===== src/rtl/lc3b_mem_if.sv =====
// LC-3b memory interface: owns MAR/MDR, sources BUS through GateMDR and runs the
// variable-latency request/ack handshake, returning a one-cycle ready pulse R.
module lc3b_mem_if #(
    parameter int ACK_TIMEOUT = 255,
    parameter int CNT_W       = 8
) (
    input  logic        clk,
    input  logic        rst,
    input  logic        LD_MAR,
    input  logic        LD_MDR,
    input  logic        GATE_MDR,
    input  logic        MIO_EN,
    input  logic        R_W,
    input  logic        DATA_SIZE,
    input  logic [15:0] BUS_IN,
    output logic [15:0] BUS_OUT,
    output logic        BUS_DRV,
    output logic        R,
    output logic        ERR,
    output logic        mem_req,
    output logic        mem_we,
    output logic [15:0] mem_addr,
    output logic [1:0]  mem_be,
    output logic [15:0] mem_wdata,
    input  logic [15:0] mem_rdata,
    input  logic        mem_ack
);

    typedef enum logic [1:0] {
        IDLE   = 2'd0,
        ACCESS = 2'd1,
        DONE   = 2'd2
    } state_t;

    // Last ACCESS cycle index before giving up; only meaningful when the timeout is enabled.
    localparam logic [CNT_W-1:0] TIMEOUT_LAST = CNT_W'(ACK_TIMEOUT - 1);
    localparam bit               TIMEOUT_EN   = (ACK_TIMEOUT != 0);

    state_t            state_reg, state_next;
    logic [CNT_W-1:0]  cnt_reg, cnt_next;
    logic              err_reg, err_next;
    logic [15:0]       mar_reg, mar_next;
    logic [15:0]       mdr_reg, mdr_next;
    logic [15:0]       rdata_reg, rdata_next;
    logic [15:0]       addr_reg, addr_next;
    logic [1:0]        be_reg, be_next;
    logic              we_reg, we_next;
    logic [15:0]       wdata_reg, wdata_next;

    logic              start;
    logic              timeout_hit;
    logic [1:0]        lane_be;
    logic [7:0]        byte_sel;

    assign start       = (state_reg == IDLE) && MIO_EN;
    assign timeout_hit = TIMEOUT_EN && (cnt_reg == TIMEOUT_LAST);

    // Lane 1 is the high byte; a word access enables both lanes regardless of MAR[0].
    generate
        for (genvar gi = 0; gi < 2; gi++) begin : g_lane
            if (gi == 1) begin : g_hi
                assign lane_be[gi] = DATA_SIZE | mar_reg[0];
            end else begin : g_lo
                assign lane_be[gi] = DATA_SIZE | ~mar_reg[0];
            end
        end
    endgenerate

    // Control FSM and handshake bookkeeping.
    always_comb begin
        state_next = state_reg;
        cnt_next   = cnt_reg;
        err_next   = err_reg;
        rdata_next = rdata_reg;
        case (state_reg)
            IDLE: begin
                cnt_next = '0;
                err_next = 1'b0;
                if (MIO_EN) begin
                    state_next = ACCESS;
                end
            end
            ACCESS: begin
                if (mem_ack) begin
                    state_next = DONE;
                    err_next   = 1'b0;
                    rdata_next = mem_rdata;
                end else if (timeout_hit) begin
                    state_next = DONE;
                    err_next   = 1'b1;
                    rdata_next = 16'h0000;
                end else begin
                    cnt_next = cnt_reg + CNT_W'(1);
                end
            end
            DONE: begin
                state_next = IDLE;
            end
            default: begin
                state_next = IDLE;
            end
        endcase
    end

    // MAR/MDR loads and the request fields captured when an access starts.
    always_comb begin
        mar_next   = mar_reg;
        mdr_next   = mdr_reg;
        addr_next  = addr_reg;
        be_next    = be_reg;
        we_next    = we_reg;
        wdata_next = wdata_reg;

        if (LD_MAR && (state_reg == IDLE)) begin
            mar_next = BUS_IN;
        end

        if (LD_MDR) begin
            if (!MIO_EN) begin
                mdr_next = DATA_SIZE ? BUS_IN : {BUS_IN[7:0], BUS_IN[7:0]};
            end else if (state_reg == DONE) begin
                mdr_next = rdata_reg;
            end
        end

        if (start) begin
            addr_next  = {mar_reg[15:1], 1'b0};
            be_next    = lane_be;
            we_next    = R_W;
            wdata_next = mdr_reg;
        end
    end

    always_ff @(posedge clk) begin
        if (rst) begin
            state_reg <= IDLE;
            cnt_reg   <= '0;
            err_reg   <= 1'b0;
            mar_reg   <= 16'h0000;
            mdr_reg   <= 16'h0000;
            rdata_reg <= 16'h0000;
            addr_reg  <= 16'h0000;
            be_reg    <= 2'b00;
            we_reg    <= 1'b0;
            wdata_reg <= 16'h0000;
        end else begin
            state_reg <= state_next;
            cnt_reg   <= cnt_next;
            err_reg   <= err_next;
            mar_reg   <= mar_next;
            mdr_reg   <= mdr_next;
            rdata_reg <= rdata_next;
            addr_reg  <= addr_next;
            be_reg    <= be_next;
            we_reg    <= we_next;
            wdata_reg <= wdata_next;
        end
    end

    // Byte reads pick the lane addressed by MAR[0] and sign-extend it onto BUS.
    assign byte_sel = mar_reg[0] ? mdr_reg[15:8] : mdr_reg[7:0];

    generate
        for (genvar gi = 0; gi < 16; gi++) begin : g_bus
            if (gi < 8) begin : g_low
                assign BUS_OUT[gi] = DATA_SIZE ? mdr_reg[gi] : byte_sel[gi];
            end else begin : g_ext
                assign BUS_OUT[gi] = DATA_SIZE ? mdr_reg[gi] : byte_sel[7];
            end
        end
    endgenerate

    assign BUS_DRV   = GATE_MDR;
    assign R         = (state_reg == DONE);
    assign ERR       = (state_reg == DONE) && err_reg;
    assign mem_req   = (state_reg == ACCESS);
    assign mem_we    = we_reg;
    assign mem_addr  = addr_reg;
    assign mem_be    = be_reg;
    assign mem_wdata = wdata_reg;

endmodule


===== config.mk =====
export PLATFORM = sky130hd
export DESIGN_NAME = lc3b_mem_if
export DESIGN_NICKNAME = d
export VERILOG_FILES = /design/src/rtl/lc3b_mem_if.sv
export SDC_FILE = /design/constraint.sdc
export NUM_CORES = 1
export LEC_CHECK = 0
export BUFFER_PORTS_ARGS = -buffer_cell sky130_fd_sc_hd__buf_2
export CORE_UTILIZATION = 53
export DETAILED_ROUTE_END_ITERATION = 8
export GPL_TIMING_DRIVEN = 1
export PLACE_DENSITY = 0.8
export SKIP_CTS_REPAIR_TIMING = 1
export SLEW_MARGIN = 20
export SYNTH_ARGS = -nofsm -noshare
export SYNTH_HDL_FRONTEND = slang
export SYNTH_SLANG_ARGS = --single-unit
export TNS_END_PERCENT = 1

===== constraint.sdc =====
create_clock -name clk -period 2.2 [get_ports clk]
set_input_delay 0.33 -clock clk [delete_from_list [all_inputs] [get_ports clk]]
set_output_delay 0.33 -clock clk [all_outputs]
set_load 0.05 [all_outputs]

==> results of run 1 <==
## metrics by stage
stage               util, %  total power, mW  hold slack [ps]  instance area (µm²)  setup slack (ps)
floorplan                 -            2.235            432.2                 3856             497.5
global placement      63.13            2.368            439.1                 4360             429.3
detailed placement    63.13            2.382            443.5                 4360             349.3
CTS                   66.32            3.615            185.3                 4581             168.4
global route          66.32            3.743            183.5                 4581             106.3
finish                66.32            3.607            192.0                 4581             176.7
## layout make-up
cell class	instances	area share (%)
clock buffers	9	2.704
clock inverters	7	2.103
inverters	3	0.2458
multi-input cells	316	39.66
flip-flops and latches	93	40.64
well taps	96	2.622
repair buffers	104	12.02
## path summary, 6_finish.rpt
path / to / cells past startpoint / slack (ps)
max: BUS_OUT[3] / 4 / 180
min: rdata_reg[8]$_SDFFE_PP0P_ / 2 / 190
max reg2reg: rdata_reg[11]$_SDFFE_PP0P_ / 4 / 250
min reg2reg: mem_wdata[4]$_SDFFE_PP0P_ / 2 / 450
## cell usage after synthesis
cell      instances  area share, %
o21bai_4          1           0.49
a21oi_1          52            6.7
a22o_1           16            3.6
nor3b_1           1           0.19
nor2_1           28            2.7
o21ai_0          10            1.3
and2b_1           1           0.19
a21oi_2           1           0.23
buf_6             1           0.29
dfxtp_1          93             48
mux2_2            9            2.6
a31oi_1           4           0.65
a311oi_2          1           0.39
o311ai_0          3           0.68
or2_2             1           0.16
or4b_1            1           0.26
nand4_1           1           0.16
nor2_4            1           0.29
or3_1             4           0.65
and2_1            2           0.32
a21o_1            8            1.6
o21ai_1           1           0.13
buf_4             6            1.2
or3b_4            1           0.29
nor3b_2           1           0.32
nand2_1         114             11
mux2i_1          25            6.5
conb_1            1          0.097
a2111o_1          1           0.29
nor3_2            1           0.26
buf_2            10            1.3
a32oi_1           1           0.23
nand2b_1          1           0.16
nand3b_1          2           0.39
a211oi_1         10            1.9
o21a_1            2           0.39
ha_1              2           0.65
clkbuf_1         16            1.6
nor2b_1           2           0.32
inv_1             3           0.29
nand3_1           6           0.78
## cell families after synthesis
kind of cell	share of synthesized area, %
buffers and inverters	4.607
other	0.09725
multiplexers	9.118
adder cells (fa/ha/maj)	0.6488
AND/OR/NAND/NOR	18.59
AO/OA/AOI/OAI	18.66
flip-flops	48.28
## placed cells by master (no fill, tap or decap), drive strengths merged, types with 8 or more instances in the layout
cell	n
dfxtp	93
a21o	8
o21ai	11
buf	104
a21oi	53
nand2	114
mux2i	25
mux2	9
a211oi	10
a22o	16
clkbuf	9
nor2	29
## routing by layer
metal	wire (µm)	track usage (%)	vias to the layer above
met5	0	0	-
li1	-	-	1689
met4	171	8.644	0
met2	4650	41.05	137
met1	4142	33.79	1617
met3	618	3.697	15
## worst max-delay path, cell delays in order, from the launching register on
cell,delay (ps)
dfxtp_1,420
nor2b_1,200
buf_4,170
mux2_2,340
buf_2,210
## power by group through the flow
| stage | clock, mW | sequential [mW] | combinational [mW] |
|---|---|---|---|
| floorplan | 0 | 1.90 | 0.339 |
| global placement | 0 | 1.84 | 0.532 |
| detailed placement | 0 | 1.84 | 0.543 |
| CTS | 1.27 | 1.80 | 0.545 |
| global route | 1.35 | 1.81 | 0.582 |
| finish | 1.26 | 1.80 | 0.545 |
==> flow_summary.yaml, run 1 <==
run_status:
  status: "finished clean"
final_layout:
  nFillCells: 636
  n_antenna_cell: 0
  drive_gt1_share_pct: 25.75
  final_cells: 628
  seqCellArea_um2: 1862
  multi_input_area_um2: 1817
  syn2layout_area_growth_pct: 18.79
  fin_nets: 570
critical_path:
  required_ps: 1870
  worst_setup_path_end_kind: "primary output"
  critPathKind: "flop to primary output"
  worstPathArrival_ps: 1690
  timing.rr.start: "state_reg[1]$_SDFFE_PP0P_"
  worstPathMaxFanout: 4
  start_kind: "flop"
  crit_path_start: "mar_reg[0]$_SDFFE_PP0P_"
logic_synthesis:
  yosysUniqueCellTypes: 41
  synthCells: 445
  syn_nets: 488
  avgSynthCellArea_um2: 8.666
  synth_warnings: 0
  netlist_area_um2: 3856
  ys_seq_elements: 93
  ys_seq_area_share_pct: 48.28
run:
  cap_violations: 0
global_routing:
  antenna_found_initial: 0
  grt_pass1_vias: 3059
  grt_overflow: 0
  grtUsageTotal_pct: 25.08
  grt_pass1_wl_mm: 14.70
  grt_max_degree: 44
placed_design:
  numPortBuffers: 92
  dp_hpwl_mm: 6.791
  dp.cells: 612
  gp_congestion: 0.8878
clocking:
  insertion_delay_ps: 360
  cts-buffers-inserted: 9
  path_clk_slew_ps: 90
  cts_tree: "built"
  clock-sinks: 93
  h-tree-depth: 3
  clockRootBuffer: "clkbuf_8"
  clockBufferDepth: 2
detailed_routing:
  drtAntennaViolNets: 0
  via_per_inst: 5.506
  drt_iter0_drc: 256
  wl_per_cell_um: 15.26
  vias: 3458
  wl_mm: 9.583
  drc: 0
  dr.pass1.iters: 4
floorplanning:
  rows: 30
  start_util_pct: 55.83
  die_y_um: 87.30
  die_w_um: 87.30
  coreArea_um2: 6907
  die_area_um2: 7621
  pin_count: 96
timing:
  clock.fmax_ghz: 0.4942
  max_slew_margin_pct: 48.09
  timing_worst_slew_pin_value_ps: 778.6
  setup-tns-final_ps: 0
  slew_violations: 0
  grt_setup_unrepaired: "false"
  finalCriticalPeriod_ps: 2023
  hold_violations: 0
  setup_viol: 0
  clock_skew_ps: 9.167
  period_share_pct: 91.97
power:
  leakage_nw: 1.995
  combPwrFrac_pct: 15.1
  switchingPower_mw: 1.043
  irDropWorstVdd_mv: 0.3232
  p_sw_share_pct: 28.93
  clkPwrFrac_pct: 34.9
  p_seq_share_pct: 50.0
  powerDensity_nw_per_um2: 787.4
  p_int_mw: 2.563
hold_path:
  hp-start: "mem_rdata[8]"
  hold_path_class: "input port to flop"
No activity file was read; power rests on OpenSTA's default activity.
==> run 2: changes to the inputs <==
clock period = 2.29 ns   (was 2.2 ns; I/O delays follow)
==> flow_summary.yaml, run 2 (synthesized netlist as in run 1, its figures left out) <==
critical_path:
  required_ps: 1950
  cp_num_buf_inv: 1
  worst_setup_path_end_kind: "primary output"
  critPathMaxStageDelay_ps: 450
  worstPathArrival_ps: 1720
  crit_chain: "mux2i_1, nor2_1, a21o_1, buf_2"
  start_kind: "flop"
  worst_path_max_delay_cell: "nor2_1"
  critPathKind: "flop to primary output"
  worstPathMaxFanout: 7
  critPathTopFamily: "simple AND/OR/NAND/NOR gates"
timing:
  clock.fmax_ghz: 0.4850
  max_slew_margin_pct: 61.31
  hold_violations: 0
  setup_viol: 0
  whs_ps: 187.9
  setup-tns-final_ps: 0
  period_share_pct: 90.04
  timing_worst_slew_pin_value_ps: 578.9
  grt_setup_unrepaired: "false"
  finalCriticalPeriod_ps: 2062
  slew_violations: 0
  clock_skew_ps: 6.106
  setup_ws_ps: 228.1
power:
  powerDensity_nw_per_um2: 720.7
  power.total_mw: 3.274
  leakage_nw: 1.966
  irDropWorstVdd_mv: 0.3795
final_layout:
  drive_gt1_share_pct: 25.75
  mostFrequentLayoutCell: "nand2_1"
  nFillCells: 621
  mostFrequentLayoutCells: "nand2_1 (114), dfxtp_1 (93), buf_2 (92)"
  n_antenna_cell: 0
  fin_nets: 570
  syn2layout_area_growth_pct: 17.81
floorplanning:
  start_util_pct: 55.83
  rows: 30
  die_w_um: 87.30
  coreArea_um2: 6907
  die_y_um: 87.30
  pin_count: 96
  die_area_um2: 7621
placed_design:
  gp_congestion: 0.8929
  numPortBuffers: 92
  dp_hpwl_mm: 6.716
  dpl_worst_slack_ps: 558.2
clocking:
  h-tree-depth: 3
  path_clk_slew_ps: 90
  insertion_delay_ps: 360
  clockBufferDepth: 2
  clockRootBuffer: "clkbuf_8"
  cts_tree: "built"
  cts-buffers-inserted: 9
  clock-sinks: 93
detailed_routing:
  drt_iter0_drc: 161
  drtAntennaViolNets: 0
  met3_length_um: 561
  dr.pass1.iters: 4
  dr.max_layer_used: "met4"
  wl_met2_mm: 4.297
  vias: 3404
  wl_per_cell_um: 14.80
  drc: 0
  wl_met1_mm: 4.215
  wl_mm: 9.292
  via_per_inst: 5.420
global_routing:
  grt_max_degree: 40
  grtUsageTotal_pct: 24.85
  grt_pass1_vias: 3060
  grt_pass1_wl_mm: 14.41
  antenna_found_initial: 0
  grt_overflow: 0
run_status:
  status: "finished clean"
hold_path:
  hold_path_class: "input port to flop"
run:
  cap_violations: 0
==> run 2: where the power goes <==
part / switching [mW] / leakage [nW] / internal [mW]
Combinational: 0.361 / 1.12 / 0.159
Sequential: 0.0483 / 0.757 / 1.68
Clock: 0.593 / 0.0853 / 0.430
Total: 1.00 / 1.97 / 2.27
==> run 2: area by class of cell <==
cell class | instances | area (µm²) | area share (%)
Sequential cell | 93 | 1862 | 40.98
Inverter | 3 | 11.26 | 0.2479
Multi-Input combinational cell | 316 | 1817 | 39.99
Tap cell | 96 | 120.1 | 2.644
Clock buffer | 10 | 137.6 | 3.029
Clock inverter | 6 | 45.04 | 0.9915
Timing Repair Buffer | 104 | 550.5 | 12.12
==> run 2: layer usage <==
layer | track usage, % | vias up
met3 | 5.498 | 18
met4 | 10.43 | 0
li1 | - | 1687
met2 | 39.99 | 106
met1 | 32.19 | 1593
met5 | 0 | -
==> run 2: worst paths after layout <==
| path | start | end | slack (ps) | depth (start not counted) |
|---|---|---|---|---|
| max | mdr_reg[7]$_SDFFE_PP0P_ | BUS_OUT[14] | 230 | 4 |
| min | mem_rdata[5] | rdata_reg[5]$_SDFFE_PP0P_ | 190 | 2 |
| max reg2reg | cnt_reg[0]$_SDFFE_PP0P_ | cnt_reg[6]$_SDFFE_PP0P_ | 550 | 6 |
| min reg2reg | mem_addr[11]$_SDFFE_PP0P_ | mem_addr[11]$_SDFFE_PP0P_ | 450 | 2 |
==> run 2: worst register-to-register path, delay by kind of cell, from the launching register on <==
| family | cells | cell delay [ps] |
|---|---|---|
| AO/OA/AOI/OAI | 1 | 170 |
| adder cells (fa/ha/maj) | 1 | 210 |
| buffers and inverters | 1 | 70 |
| flip-flops | 1 | 420 |
| AND/OR/NAND/NOR | 3 | 810 |
==> run 2: per-stage QoR <==
stage | instance area [µm²] | std cells | util (%)
floorplan | 3856 | 445 | -
global placement | 4360 | 612 | 63.13
detailed placement | 4360 | 612 | 63.13
CTS | 4543 | 628 | 65.78
global route | 4543 | 628 | 65.78
finish | 4543 | 628 | 65.78
